**config.mk**
```make
export PLATFORM = sky130hd
export DESIGN_NAME = push_conditioner
export DESIGN_NICKNAME = d
export VERILOG_FILES = /design/src/rtl/push_conditioner.sv
export SDC_FILE = /design/constraint.sdc
export NUM_CORES = 1
export LEC_CHECK = 0
export BUFFER_PORTS_ARGS = -buffer_cell sky130_fd_sc_hd__buf_2
export CAP_MARGIN = 20
export CORE_ASPECT_RATIO = 2
export CORE_MARGIN = 2
export CORE_UTILIZATION = 65
export CTS_BUF_LIST = sky130_fd_sc_hd__clkbuf_4
export DETAILED_ROUTE_END_ITERATION = 6
export GPL_ROUTABILITY_DRIVEN = 1
export PLACE_DENSITY = 0.79
export SYNTH_ARGS = -nofsm -noshare
export SYNTH_HDL_FRONTEND = slang
export SYNTH_SLANG_ARGS = --single-unit
```
**constraint.sdc**
```tcl
create_clock -name clk_osc -period 5.2 [get_ports clk_osc]
set_input_delay 0.26 -clock clk_osc [delete_from_list [all_inputs] [get_ports clk_osc]]
set_output_delay 0.26 -clock clk_osc [all_outputs]
set_load 0.05 [all_outputs]
```
**src/rtl/push_conditioner.sv**
```systemverilog
// Front-panel push-button conditioner: two-flop synchronizer, counter debouncer and
// one-cycle press/release strobes per button. Define PUSH_AUTO_REPEAT_EN for hold-to-repeat.
`timescale 1ns/1ps

module push_conditioner #(
  parameter int N_BTN           = 5,
  parameter int DEBOUNCE_CYCLES = 1_000_000,
  parameter int REPEAT_DELAY    = 50_000_000,
  parameter int REPEAT_PERIOD   = 10_000_000,
  parameter int CNT_W           = 26
) (
  input  logic             clk_osc,
  input  logic             reset,
  input  logic [N_BTN-1:0] push_raw,
  output logic [N_BTN-1:0] push_level,
  output logic [N_BTN-1:0] push_pulse,
  output logic [N_BTN-1:0] release_pulse,
  output logic             any_pressed
);

  localparam logic [1:0] ST_IDLE         = 2'd0;
  localparam logic [1:0] ST_PRESS_WAIT   = 2'd1;
  localparam logic [1:0] ST_HELD         = 2'd2;
  localparam logic [1:0] ST_RELEASE_WAIT = 2'd3;

  localparam logic [CNT_W-1:0] CNT_ZERO = '0;
  localparam logic [CNT_W-1:0] CNT_ONE  = CNT_W'(1);
  localparam logic [CNT_W-1:0] CNT_MAX  = '1;
  localparam logic [CNT_W-1:0] DEB_LAST = CNT_W'(DEBOUNCE_CYCLES - 1);
`ifdef PUSH_AUTO_REPEAT_EN
  localparam logic [CNT_W-1:0] DLY_LAST = CNT_W'(REPEAT_DELAY - 1);
  localparam logic [CNT_W-1:0] PER_LAST = CNT_W'(REPEAT_PERIOD - 1);
`endif

  function automatic logic [CNT_W-1:0] sat_inc(input logic [CNT_W-1:0] v);
    return (v == CNT_MAX) ? v : v + CNT_ONE;
  endfunction

  logic [N_BTN-1:0] sync1;
  logic [N_BTN-1:0] sync2;
  logic [N_BTN-1:0] level_d;

  // NOTE: registers use non-blocking assignments so every flop samples pre-edge values.
  always_ff @(posedge clk_osc or posedge reset) begin
    if (reset) begin
      sync1       <= '0;
      sync2       <= '0;
      any_pressed <= 1'b0;
    end else begin
      sync1       <= push_raw;
      sync2       <= sync1;
      any_pressed <= |level_d;
    end
  end

  for (genvar i = 0; i < N_BTN; i++) begin : gen_btn
    logic             s;
    logic [1:0]       state_q, state_d;
    logic [CNT_W-1:0] cnt_q, cnt_d;
    logic             level_q, push_q, rel_q;
    logic             push_d, rel_d;
`ifdef PUSH_AUTO_REPEAT_EN
    logic             fired_q, fired_d;
`endif

    assign s = sync2[i];

    // NOTE: every output of this block gets a default first, so no latch is inferred.
    always_comb begin
      state_d    = state_q;
      cnt_d      = cnt_q;
      level_d[i] = level_q;
      push_d     = 1'b0;
      rel_d      = 1'b0;
`ifdef PUSH_AUTO_REPEAT_EN
      fired_d    = fired_q;
`endif
      case (state_q)
        ST_IDLE: begin
          if (s) begin
            state_d = ST_PRESS_WAIT;
            cnt_d   = CNT_ONE;
          end
        end
        ST_PRESS_WAIT: begin
          if (!s) begin
            state_d = ST_IDLE;
            cnt_d   = CNT_ZERO;
          end else if (cnt_q == DEB_LAST) begin
            state_d    = ST_HELD;
            level_d[i] = 1'b1;
            push_d     = 1'b1;
            cnt_d      = CNT_ZERO;
`ifdef PUSH_AUTO_REPEAT_EN
            fired_d    = 1'b0;
`endif
          end else begin
            cnt_d = sat_inc(cnt_q);
          end
        end
        ST_HELD: begin
          if (!s) begin
            state_d = ST_RELEASE_WAIT;
            cnt_d   = CNT_ONE;
          end else begin
`ifdef PUSH_AUTO_REPEAT_EN
            // First repeat waits REPEAT_DELAY, later ones REPEAT_PERIOD.
            if (cnt_q == (fired_q ? PER_LAST : DLY_LAST)) begin
              push_d  = 1'b1;
              cnt_d   = CNT_ZERO;
              fired_d = 1'b1;
            end else begin
              cnt_d = sat_inc(cnt_q);
            end
`else
            cnt_d = cnt_q;
`endif
          end
        end
        ST_RELEASE_WAIT: begin
          if (s) begin
            state_d = ST_HELD;
            cnt_d   = CNT_ZERO;
          end else if (cnt_q == DEB_LAST) begin
            state_d    = ST_IDLE;
            level_d[i] = 1'b0;
            rel_d      = 1'b1;
            cnt_d      = CNT_ZERO;
          end else begin
            cnt_d = sat_inc(cnt_q);
          end
        end
        default: begin
          state_d = ST_IDLE;
          cnt_d   = CNT_ZERO;
        end
      endcase
    end

    always_ff @(posedge clk_osc or posedge reset) begin
      if (reset) begin
        state_q <= ST_IDLE;
        cnt_q   <= CNT_ZERO;
        level_q <= 1'b0;
        push_q  <= 1'b0;
        rel_q   <= 1'b0;
`ifdef PUSH_AUTO_REPEAT_EN
        fired_q <= 1'b0;
`endif
      end else begin
        state_q <= state_d;
        cnt_q   <= cnt_d;
        level_q <= level_d[i];
        push_q  <= push_d;
        rel_q   <= rel_d;
`ifdef PUSH_AUTO_REPEAT_EN
        fired_q <= fired_d;
`endif
      end
    end

    assign push_level[i]    = level_q;
    assign push_pulse[i]    = push_q;
    assign release_pulse[i] = rel_q;
  end

endmodule

```
==> metrics.md, run 1 <==
| Metric | Value |
|---|---|
| Status | `completed` |
| Tcrit/Tclk final | `55.62%` |
| Setup violators final | `0` |
| Flop pwr share | `53.1%` |
| ANT nets after route | `0` |
| Crit path kind | `reg2reg` |
| Worst-margin pin slew | `1.040 ns` |
| Slew HR | `30.35%` |
| Register area | `4154 um^2` |
| Max Clk Rate | `345.8 MHz` |
| GRT Util Overall | `31.02%` |
| Setup Fix Bufs, Post-CTS | `0` |
| Net count after synthesis | `1057` |
| TritonCTS Sinks | `166` |
| First-pass GRT wire length | `37230 um` |
| Starting Density | `66.24%` |
| Ys Warns | `0` |
| Number of max-cap violations | `0` |
| Share of cells above drive strength 1 | `8.626%` |
| CTS tree | `built` |
| Vias per cell | `6.657` |
| Final Non-Filler Cells | `1245` |
| Die width | `87.90 um` |
| Die Y-Extent | `171.8 um` |
| CTS HTree Levels | `4` |
| Critical Path RT | `5.67 ns` |
| FP Rows | `61` |
| Clock latency on the worst-skew pair | `0.59 ns` |
| Multi-input gate area | `4673 um^2` |
| Worst-case clock buffer depth | `2` |
| Net switching power | `953.1 uW` |
| Setup TNS | `0 ns` |
| Placed instance count | `1204` |
| Unrepaired setup endpoints after global routing | `no` |
| Yosys top cell by area | `dfrtp_1` |
| Largest net degree at the start of global routing | `116` |
| Leak Pwr | `0.003920 uW` |
| Initial DRC count | `434` |
| Mapped cell area | `9151 um^2` |
| Critical Path AT | `3.37 ns` |
| Commonest non-fill, non-tap cell in the layout | `dfrtp_1` |
| Synth cell types | `60` |
| Port Buf Inserts | `22` |
| Most frequent cells in the layout | `dfrtp_1 (166), nand2_1 (125), o21ai_0 (99)` |
| Hpwl dp | `15430 um` |
| Area grow syn2layout | `5.893%` |
| Share of total power in combinational logic | `19.6%` |
| Drt wl/cell | `17.78 um` |
| Top cell type's share of synthesized area | `45.39%` |
| Seq cells post-synth | `166` |
| Max-slew violation count | `0` |
| Final Total Pwr | `2685 uW` |
| Top cells by area, synth | `dfrtp_1 (45%), o21ai_0 (5.4%), nand2_1 (5.1%), nand3_1 (3.6%), nor2_1 (3.1%)` |
| Minimum clock period | `2.892 ns` |
| GRT overflow | `0` |
| Post-synth top flop | `dfrtp_1` |
| Sw frac | `35.49%` |
| Vias in the first global route | `7932` |
| Final hold viol count | `0` |
| Reg clk slew, reported paths | `0.16 ns` |
| DR pass1 iterations | `7` |
| Max Fanout on Critical Path | `9` |
| Inserted Clock Buffers | `17` |
| Root buffer cell | `clkbuf_4` |
| Final WS setup | `2.308 ns` |
| Final wirelength | `22140 um` |
| Initial antenna violation count | `1` |
| Post-place setup slack | `2.321 ns` |
| I/O Pins | `23` |
| Post-synth EDFFs | `0` |
| Register area share after synthesis | `45.39%` |
| Gates resized, CTS repair | `0` |
| Setup crit start kind | `flop` |
| Fin nets | `1054` |
| Cell Int Power | `1732 uW` |
| Hold Path Class | `in2async` |
| Pwr/cell area | `277.1 nW/um^2` |
| Crit path capture type | `flop` |
| Drt drc | `0` |
| Synthesized area per cell | `8.757 um^2` |
| Peak supply drop | `0.0001447 V` |
| Clock power share | `27.3%` |
| Mapped Cells | `1045` |
| Max Clock Skew | `0.03290 ns` |
| Fillers | `1141` |
| Vias | `8288` |
| Async SR Flop Fraction | `100.0%` |
| Die ar. | `15100 um^2` |
| Core Area | `13810 um^2` |
| Routability cong. | `0.9442` |
| Hold WS | `0.1340 ns` |
-- routing by layer --
metal  wire length [um]  share of wire, %  GRT usage [%]  vias to the layer above
met5                  0                 0              0                        -
met4                986               4.5          16.92                        0
met3                840               3.8          4.607                       83
li1                   -                 -              -                     3932
met1               8507                38          35.44                     4014
met2              11810                53          54.35                      259
-- synthesized netlist by cell type (3+ instances only) --
library cell and instances:
nor3b_1 5, nor2_1 76, nand4b_1 4, o311a_1 4, a22o_1 9, inv_1 17, nor4_1 29, clkbuf_1 48
o211ai_1 10, dfrtp_1 166, or4_1 11, o41ai_1 5, o21a_1 3, a21o_1 3, and2_1 17, mux2_2 6
nand2b_1 9, and3_1 19, or2_2 5, o22a_1 3, a21oi_1 52, nand2_1 125, nand4_1 39, a31o_2 4
xnor2_1 12, nor4b_1 10, a31oi_1 39, a41oi_1 7, buf_4 15, xor2_1 14, o31ai_1 32, nand3_1 66
or3_1 8, and4_1 11, nand3b_1 8, ha_1 5, nor3_1 23, o21ai_0 99
-- what timing repair did --
item,in CTS,in global routing
hold endpoints to repair,119,0
setup endpoints to repair,0,0
hold buffers,6,0
-- layout make-up --
cell class                      count  area share (%)
Tap cell                          189           2.440
Antenna cell                        1         0.02582
Timing Repair Buffer               41           2.970
Multi-Input combinational cell    799           48.22
Clock buffer                       17           1.317
Clock inverter                     15           1.446
Sequential cell                   166           42.87
Inverter                           17          0.7101
-- per-stage QoR --
stage	area (um^2)	util (%)
2_1_floorplan	9151	-
3_3_place_gp	9325	67.50
3_5_place_dp	9325	67.50
4_1_cts	9653	69.88
5_1_grt	9691	70.15
6_report	9691	70.15
-- critical path, cell delays in order (launching register included) --
cell,delay [ns]
dfrtp_1,0.46
ha_1,0.21
and3_1,0.31
nand3_1,0.31
nor4_1,0.53
mux2_2,0.41
nand3b_1,0.15
or4_1,0.40
-- worst paths after layout --
check / from / endpoint / depth (start not counted) / slack [ns]
min in group clk_osc: push_raw[4] / sync1[4]$_DFF_PP0_ / 2 / 0.29
setup reg to reg: gen_btn[4].cnt_q[0]$_DFFE_PP0P_ / any_pressed$_DFF_PP0_ / 7 / 2.31
setup / recovery: gen_btn[4].cnt_q[0]$_DFFE_PP0P_ / any_pressed$_DFF_PP0_ / 7 / 2.31
max in group asynchronous: reset / gen_btn[0].cnt_q[8]$_DFFE_PP0P_ / 5 / 3.67
hold / removal: reset / gen_btn[2].cnt_q[20]$_DFFE_PP0P_ / 3 / 0.13
hold reg to reg: sync1[2]$_DFF_PP0_ / sync2[2]$_DFF_PP0_ / 0 / 0.35
-- power by group through the flow --
stage / combinational, uW / clock, uW / sequential, uW
after global routing: 587 / 806 / 1440
final: 526 / 733 / 1430
after detailed placement: 509 / 0 / 1450
after CTS: 515 / 752 / 1420
after floorplan: 401 / 0 / 1410
after global placement: 498 / 0 / 1450
-- registers in the layout, indices dropped and copies added, names as in the netlist, named ones only --
name             flops
gen_btn.state_q      5
gen_btn.rel_q        5
sync1                5
gen_btn.push_q       5
any_pressed          1
sync2                5
gen_btn.cnt_q      130
gen_btn.level_q      5
-- kinds of logic (layout without fill, tap and decap cells) --
logic type      Yosys count  count (layout)  share of synthesized area, %
buf+inv                  80              90                         3.897
flops                   166             166                         45.39
simple gates            473             473                         26.87
xor+xnor                 26              26                         2.488
fa+ha+maj                 5               5                        0.6836
compound gates          288             288                         19.83
mux                       7               7                        0.8476
other cells               0               1                             0
Note: power is estimated with default switching activity, not from simulation.
==> inputs of run 2 (changes only) <==
==> constraint.sdc (replaced) <==
create_clock -name clk_osc -period 2.7 [get_ports clk_osc]
set_input_delay 0.135 -clock clk_osc [delete_from_list [all_inputs] [get_ports clk_osc]]
set_output_delay 0.135 -clock clk_osc [all_outputs]
set_load 0.05 [all_outputs]
==> run 2 against run 1 <==
  * Cell area grew 3.5%
  * Clock power grew 100%
  * Combinational power grew 110%
  * Non-clock buffer count grew 36
  * Critical path depth shrank 1
  * Critical path type unchanged
  * Count of clock-buffer cells in the layout grew 1
  * Highest routed layer unchanged
  * First-iteration DRC count grew 30%
  * Via count grew 1.3%
  * Clock skew shrank 0.0061 ns
  * Critical endpoint unchanged
  * Flip-flop and latch count is the same
==> metrics.md, run 2 (synthesized netlist as in run 1, its figures left out) <==
| Metric | Value |
|---|---|
| Core Area | `13810 um^2 (unchanged)` |
| Design area | `10030 um^2 (+3.5%)` |
| Setup crit start kind | `flop` |
| Drt drc | `0 (unchanged)` |
| Vias | `8397 (+1.3%)` |
| ANT nets after route | `0 (unchanged)` |
| Routability cong. | `0.9952 (+5.4%)` |
| Max Fanout on Critical Path | `3 (-6)` |
| Peak supply drop | `0.0003761 V (+160%)` |
| Area grow syn2layout | `9.571%` |
| Critical Path AT | `3.09 ns (-0.28 ns)` |
| Pwr/cell area | `528.8 nW/um^2 (+91%)` |
| R2R Path End | `any_pressed$_DFF_PP0_` |
| Fin nets | `1090 (+3.4%)` |
| Worst-case clock buffer depth | `2 (unchanged)` |
| Share of cells above drive strength 1 | `11.73% (+3.1 points)` |
| Hold Path Class | `in2async` |
| Max Clock Skew | `0.02679 ns (-0.006112 ns)` |
| Leak Pwr | `0.004116 uW (+5.0%)` |
| Unrepaired setup endpoints after global routing | `no` |
| Max-slew violation count | `0 (unchanged)` |
| GRT overflow | `0 (unchanged)` |
| Starting Density | `66.24% (unchanged)` |
| Fillers | `1115 (-2.3%)` |
| Register bank with the most flops | `gen_btn.cnt_q` |
| Vias in the first global route | `8223 (+3.7%)` |
| CP max stage cell | `or4_1` |
| Clock latency on the worst-skew pair | `0.58 ns (about the same)` |
| Reg clk slew, reported paths | `0.15 ns (about the same)` |
| CTS HTree Levels | `4 (unchanged)` |
| Status | `completed` |
| Commonest non-fill, non-tap cell in the layout | `dfrtp_1` |
| Port Buf Inserts | `22 (unchanged)` |
| Crit path capture type | `flop` |
| Largest net degree at the start of global routing | `60 (-48%)` |
| Inserted Clock Buffers | `17 (unchanged)` |
| Fin util | `72.58% (+2.4 points)` |
| Placed instance count | `1242 (+3.2%)` |
| Final wirelength | `22280 um (+0.64%)` |
| Worst Setup SP | `gen_btn[0].cnt_q[12]$_DFFE_PP0P_` |
| First-pass GRT wire length | `37560 um (+0.91%)` |
| Worst reg-to-reg setup slack | `0.06 ns (-2.25 ns)` |
| Setup TNS | `0 ns (unchanged)` |
| FP Rows | `61 (unchanged)` |
| I/O Pins | `23 (unchanged)` |
| DR pass1 iterations | `5 (-2)` |
| Initial antenna violation count | `1 (unchanged)` |
| Drt wl/cell | `17.40 um (-2.2%)` |
| Die width | `87.90 um (unchanged)` |
| Die ar. | `15100 um^2 (unchanged)` |
| CTS tree | `built` |
| R2r startpoint | `gen_btn[0].cnt_q[12]$_DFFE_PP0P_` |
| Most frequent cells in the layout | `dfrtp_1 (166), nand2_1 (125), o21ai_0 (99)` |
| Initial DRC count | `564 (+30%)` |
| DP Area | `9659 um^2 (+3.6%)` |
| Final Non-Filler Cells | `1281 (+2.9%)` |
| TritonCTS Sinks | `166 (unchanged)` |
| Final hold viol count | `0 (unchanged)` |
| Setup violators final | `0 (unchanged)` |
| Max Clk Rate | `378.6 MHz (+9.5%)` |
| Die Y-Extent | `171.8 um (unchanged)` |
| Critical Path RT | `3.15 ns (-2.52 ns)` |
| Tcrit/Tclk final | `97.82% (+42 points)` |
| Slew HR | `41.48% (+11 points)` |
| Worst-margin pin slew | `0.8725 ns (-0.1674 ns)` |
| GRT Util Overall | `31.14% (+0.13 points)` |
| Root buffer cell | `clkbuf_4` |
| Max stage delay on crit path | `0.51 ns (-0.02 ns)` |
| Cell Chain, Critical Path | `or4_1 > or3_4 > or3_4 > o21a_1 > o22a_1 > or4_1` |
| Vias per cell | `6.555 (-1.5%)` |
| Hpwl dp | `16000 um (+3.7%)` |
| Number of max-cap violations | `0 (unchanged)` |
| Setup Fix Bufs, Post-CTS | `0 (unchanged)` |
| Minimum clock period | `2.641 ns (-0.2512 ns)` |
| R2R cell count | `6 (-1)` |
| Max reg flops | `130 (unchanged)` |
| Crit path kind | `reg2reg` |
run 2: changes by cell type in the layout (fill, tap and decap cells not counted), moves of 2 or more:
cell / delta
buf_4: +33
buf_12: +4
inv_6: -3
inv_8: -3
bufinv_16: +2
clkinv_1: +2
clkinvlp_4: +2
nor4b_1: -2
nor4b_2: +2
run 2: worst max-delay path by stage:
stage                       endpoint  slack, ns
6_report       any_pressed$_DFF_PP0_       0.06
5_1_grt        any_pressed$_DFF_PP0_      0.004
4_1_cts        any_pressed$_DFF_PP0_      0.003
3_5_place_dp   any_pressed$_DFF_PP0_       0.04
3_3_place_gp   any_pressed$_DFF_PP0_       0.07
2_1_floorplan  any_pressed$_DFF_PP0_       0.04
run 2: layout make-up:
class / instances / area [um^2] / share of cell area [%]
repair buffers: 77 / 588.1 / 5.865
flip-flops and latches: 166 / 4154 / 41.43
inverters: 17 / 67.56 / 0.6738
diodes: 1 / 2.502 / 0.02496
multi-input cells: 799 / 4692 / 46.79
well taps: 189 / 236.5 / 2.358
clock buffers: 18 / 135.1 / 1.348
clock inverters: 14 / 151.4 / 1.510
run 2: power by group:
| part | internal, uW | switching (uW) | total, uW |
|---|---|---|---|
| combinational | 385 | 695 | 1080 |
| sequential | 2590 | 154 | 2750 |
| clock | 566 | 907 | 1470 |
| total | 3550 | 1760 | 5300 |
run 2: per-layer routing:
metal  global-route usage (%)  wire [um]  up-vias
met5                        0          0        -
li1                         -          -     3991
met1                    34.27       8439     4066
met2                    57.21      12280      269
met4                    14.65        687        0
met3                    4.415        873       71
run 2: through the flow:
| stage | total power, uW | setup WS (ns) | hold WS [ns] |
|---|---|---|---|
| final | 5302 | 0.05891 | 0.1479 |
| after floorplan | 3495 | 0.04310 | 0.1664 |
| after CTS | 5322 | 0.003411 | 0.1374 |
| after global routing | 5569 | 0.003777 | 0.1702 |
| after global placement | 3826 | 0.07115 | 0.2151 |
| after detailed placement | 3853 | 0.03960 | 0.2217 |
run 2: repair_timing:
| action | CTS | global route |
|---|---|---|
| gates resized for setup | 1 | 2 |
| pin swaps | 0 | 1 |
| hold buffers | 6 | 0 |
| hold endpoints to repair | 26 | 0 |
| endpoints found under the setup margin | 1 | 1 |
run 2: worst max-delay path: cells and delay by family (launching register included):
kind,cells,cell delay [ns]
flip-flops,1,0.41
AO/OA/AOI/OAI,2,0.38
AND/OR/NAND/NOR,4,1.72
==> inputs of run 3 (changes only) <==
--- a/config.mk
+++ b/config.mk
@@ -7,9 +7,11 @@
 export LEC_CHECK = 0
 export BUFFER_PORTS_ARGS = -buffer_cell sky130_fd_sc_hd__buf_2
 export CAP_MARGIN = 20
+export CELL_PAD_IN_SITES_DETAIL_PLACEMENT = 0
+export CELL_PAD_IN_SITES_GLOBAL_PLACEMENT = 1
 export CORE_ASPECT_RATIO = 2
 export CORE_MARGIN = 2
-export CORE_UTILIZATION = 65
+export CORE_UTILIZATION = 50
 export CTS_BUF_LIST = sky130_fd_sc_hd__clkbuf_4
 export DETAILED_ROUTE_END_ITERATION = 6
 export GPL_ROUTABILITY_DRIVEN = 1
==> run 3 against run 2 <==
  * Core utilization fell by 16 points
  * Flip-flop and latch count did not move
  * Combinational power about the same
  * Register-to-register slack hardly changed
  * Global-route usage is 5.4 points lower
  * Non-clock buffer count grew 23
  * Fmax about the same
  * Sequential power about the same
  * Sequential share of layout area fell by 0.81 points
  * Hold slack lost 0.013 ns
  * Cell area up 2.0%
  * Largest cell class unchanged
  * Highest routed layer unchanged
==> metrics.md, run 3 (synthesized netlist as in run 1, its figures left out) <==
| Metric | Value |
|---|---|
| Critical Path AT | `3.09 ns (about the same)` |
| TritonCTS Sinks | `166 (unchanged)` |
| Hold Path Class | `in2async` |
| Reg clk slew, reported paths | `0.15 ns (about the same)` |
| Die width | `99.66 um (+13%)` |
| Final Total Pwr | `5327 uW (+0.47%)` |
| Max Fanout on Critical Path | `6 (+3)` |
| Core Area | `18130 um^2 (+31%)` |
| Max Clock Skew | `0.02597 ns (-0.0008166 ns)` |
| Status | `completed` |
| Met3 WL | `470 um (-46%)` |
| R2R Path End | `any_pressed$_DFF_PP0_` |
| Unrepaired setup endpoints after global routing | `no` |
| GRT Util Overall | `25.76% (-5.4 points)` |
| Number of max-cap violations | `0 (unchanged)` |
| DRT met1 WL | `9341 um (+11%)` |
| Highest routed layer | `met4` |
| Register bank with the most flops | `gen_btn.cnt_q` |
| Port Buf Inserts | `22 (unchanged)` |
| Starting Density | `50.48% (-16 points)` |
| Commonest non-fill, non-tap cell in the layout | `dfrtp_1` |
| CTS HTree Levels | `4 (unchanged)` |
| Worst-case clock buffer depth | `2 (unchanged)` |
| Leak Pwr | `0.004244 uW (+3.1%)` |
| Vias in the first global route | `8158 (-0.79%)` |
| R2R cell count | `7 (+1)` |
| Pwr/cell area | `520.9 nW/um^2 (-1.5%)` |
| Crit path capture type | `flop` |
| Worst-margin pin slew | `0.9193 ns (+0.04681 ns)` |
| Fin nets | `1113 (+2.1%)` |
| DR pass1 iterations | `5 (unchanged)` |
| Max reg flops | `130 (unchanged)` |
| Crit path kind | `reg2reg` |
| Initial antenna violation count | `1 (unchanged)` |
| Area grow syn2layout | `11.75%` |
| Vias | `8228 (-2.0%)` |
| Fillers | `1752 (+57%)` |
| FP Rows | `70 (+15%)` |
| Worst reg-to-reg setup slack | `0.06 ns (about the same)` |
| Largest net degree at the start of global routing | `84 (+40%)` |
| Final WS setup | `0.06090 ns (+0.001986 ns)` |
| Slew HR | `38.34% (-3.1 points)` |
| Die Y-Extent | `195.3 um (+14%)` |
| Share of cells above drive strength 1 | `13.46% (+1.7 points)` |
| Tcrit/Tclk final | `97.74% (about the same)` |
| Drt drc | `0 (unchanged)` |
| Die ar. | `19470 um^2 (+29%)` |
| Final hold viol count | `0 (unchanged)` |
| Final wirelength | `23990 um (+7.6%)` |
| Setup violators final | `0 (unchanged)` |
| Drt wl/cell | `18.02 um (+3.6%)` |
| Peak supply drop | `0.0002571 V (-32%)` |
| GRT overflow | `0 (unchanged)` |
| Minimum clock period | `2.639 ns (-0.001986 ns)` |
| Initial DRC count | `339 (-40%)` |
| CTS tree | `built` |
| Root buffer cell | `clkbuf_4` |
| Fin util | `56.40% (-16 points)` |
| Most frequent cells in the layout | `dfrtp_1 (166), nand2_1 (125), o21ai_0 (99)` |
| Max-slew violation count | `0 (unchanged)` |
| First-pass GRT wire length | `40450 um (+7.7%)` |
| ANT nets after route | `0 (unchanged)` |
| Post-place setup slack | `-0.01704 ns (-0.05664 ns)` |
| R2r startpoint | `gen_btn[0].cnt_q[22]$_DFFE_PP0P_` |
| I/O Pins | `23 (unchanged)` |
| Max Clk Rate | `378.9 MHz (about the same)` |
| Clock latency on the worst-skew pair | `0.57 ns (about the same)` |
| Setup crit start kind | `flop` |
| Routability cong. | `0.9029 (-9.3%)` |
| Met2 wire length | `13570 um (+10%)` |
| Critical Path RT | `3.15 ns (about the same)` |
| Vias per cell | `6.182 (-5.7%)` |
| Inserted Clock Buffers | `17 (unchanged)` |
| Hpwl dp | `17100 um (+6.9%)` |
[run 3: changes by cell type in the layout (fill, tap and decap cells not counted), sizes merged]
cell,change
clkinvlp,-1
inv,+2
buf,+23
clkbuf,-1
[run 3: worst max path at each step]
| stage | startpoint | endpoint | slack (ns) | cells past startpoint |
|---|---|---|---|---|
| 2_1_floorplan | gen_btn[4].cnt_q[0]$_DFFE_PP0P_ | any_pressed$_DFF_PP0_ | 0.04 | 8 |
| 3_3_place_gp | gen_btn[0].cnt_q[22]$_DFFE_PP0P_ | any_pressed$_DFF_PP0_ | -0.02 | 7 |
| 3_5_place_dp | gen_btn[0].cnt_q[22]$_DFFE_PP0P_ | any_pressed$_DFF_PP0_ | -0.02 | 7 |
| 4_1_cts | gen_btn[0].cnt_q[20]$_DFFE_PP0P_ | any_pressed$_DFF_PP0_ | 0.03 | 6 |
| 5_1_grt | gen_btn[0].cnt_q[22]$_DFFE_PP0P_ | any_pressed$_DFF_PP0_ | 0.009 | 7 |
| 6_report | gen_btn[0].cnt_q[22]$_DFFE_PP0P_ | any_pressed$_DFF_PP0_ | 0.06 | 7 |
[run 3: layout make-up]
class / instances / area (um^2) / area share, %
repair buffers: 100 / 773.2 / 7.561
flip-flops and latches: 166 / 4154 / 40.62
clock inverters: 15 / 151.4 / 1.480
inverters: 17 / 67.56 / 0.6607
diodes: 1 / 2.502 / 0.02447
multi-input cells: 799 / 4679 / 45.76
well taps: 216 / 270.3 / 2.643
clock buffers: 17 / 127.6 / 1.248
[run 3: report_power, final]
part | switching (uW) | internal, uW | leakage, uW
logic | 713 | 390 | 0.00182
clock network | 929 | 555 | 0.000151
registers | 145 | 2600 | 0.00227
total | 1790 | 3540 | 0.00424
[run 3: through the flow]
stage | instances | TNS, ns | hold WS [ns] | instance area, um^2
after global placement | 1291 | -0.01697 | 0.1915 | 9871
after detailed placement | 1291 | -0.01704 | 0.1939 | 9871
after floorplan | 1045 | 0 | 0.1664 | 9155
final | 1331 | 0 | 0.1345 | 10230
after CTS | 1329 | 0 | 0.1023 | 10220
after global routing | 1331 | 0 | 0.1333 | 10230
[run 3: per-layer routing]
metal,global-route usage [%],up-vias
li1,-,4023
met3,3.436,43
met4,9.792,0
met2,48.85,120
met5,0,-
met1,28.40,4042
[run 3: critical path, stage by stage, from the launching register on]
cell     delay, ns
dfrtp_1       0.47
nor4_2        0.43
nand4_1       0.19
buf_4         0.19
or3_4         0.37
o21a_1        0.18
o22a_1        0.20
or4_1         0.51
[run 3: what timing repair did]
item | 4_1_cts | 5_1_grt
hold buffers | 6 | 0
resized for setup | 1 | 0
cloned | 0 | 0
pin swaps | 0 | 1
endpoints found under the setup margin | 1 | 1
hold endpoints to repair | 65 | 0
setup buffers | 0 | 1
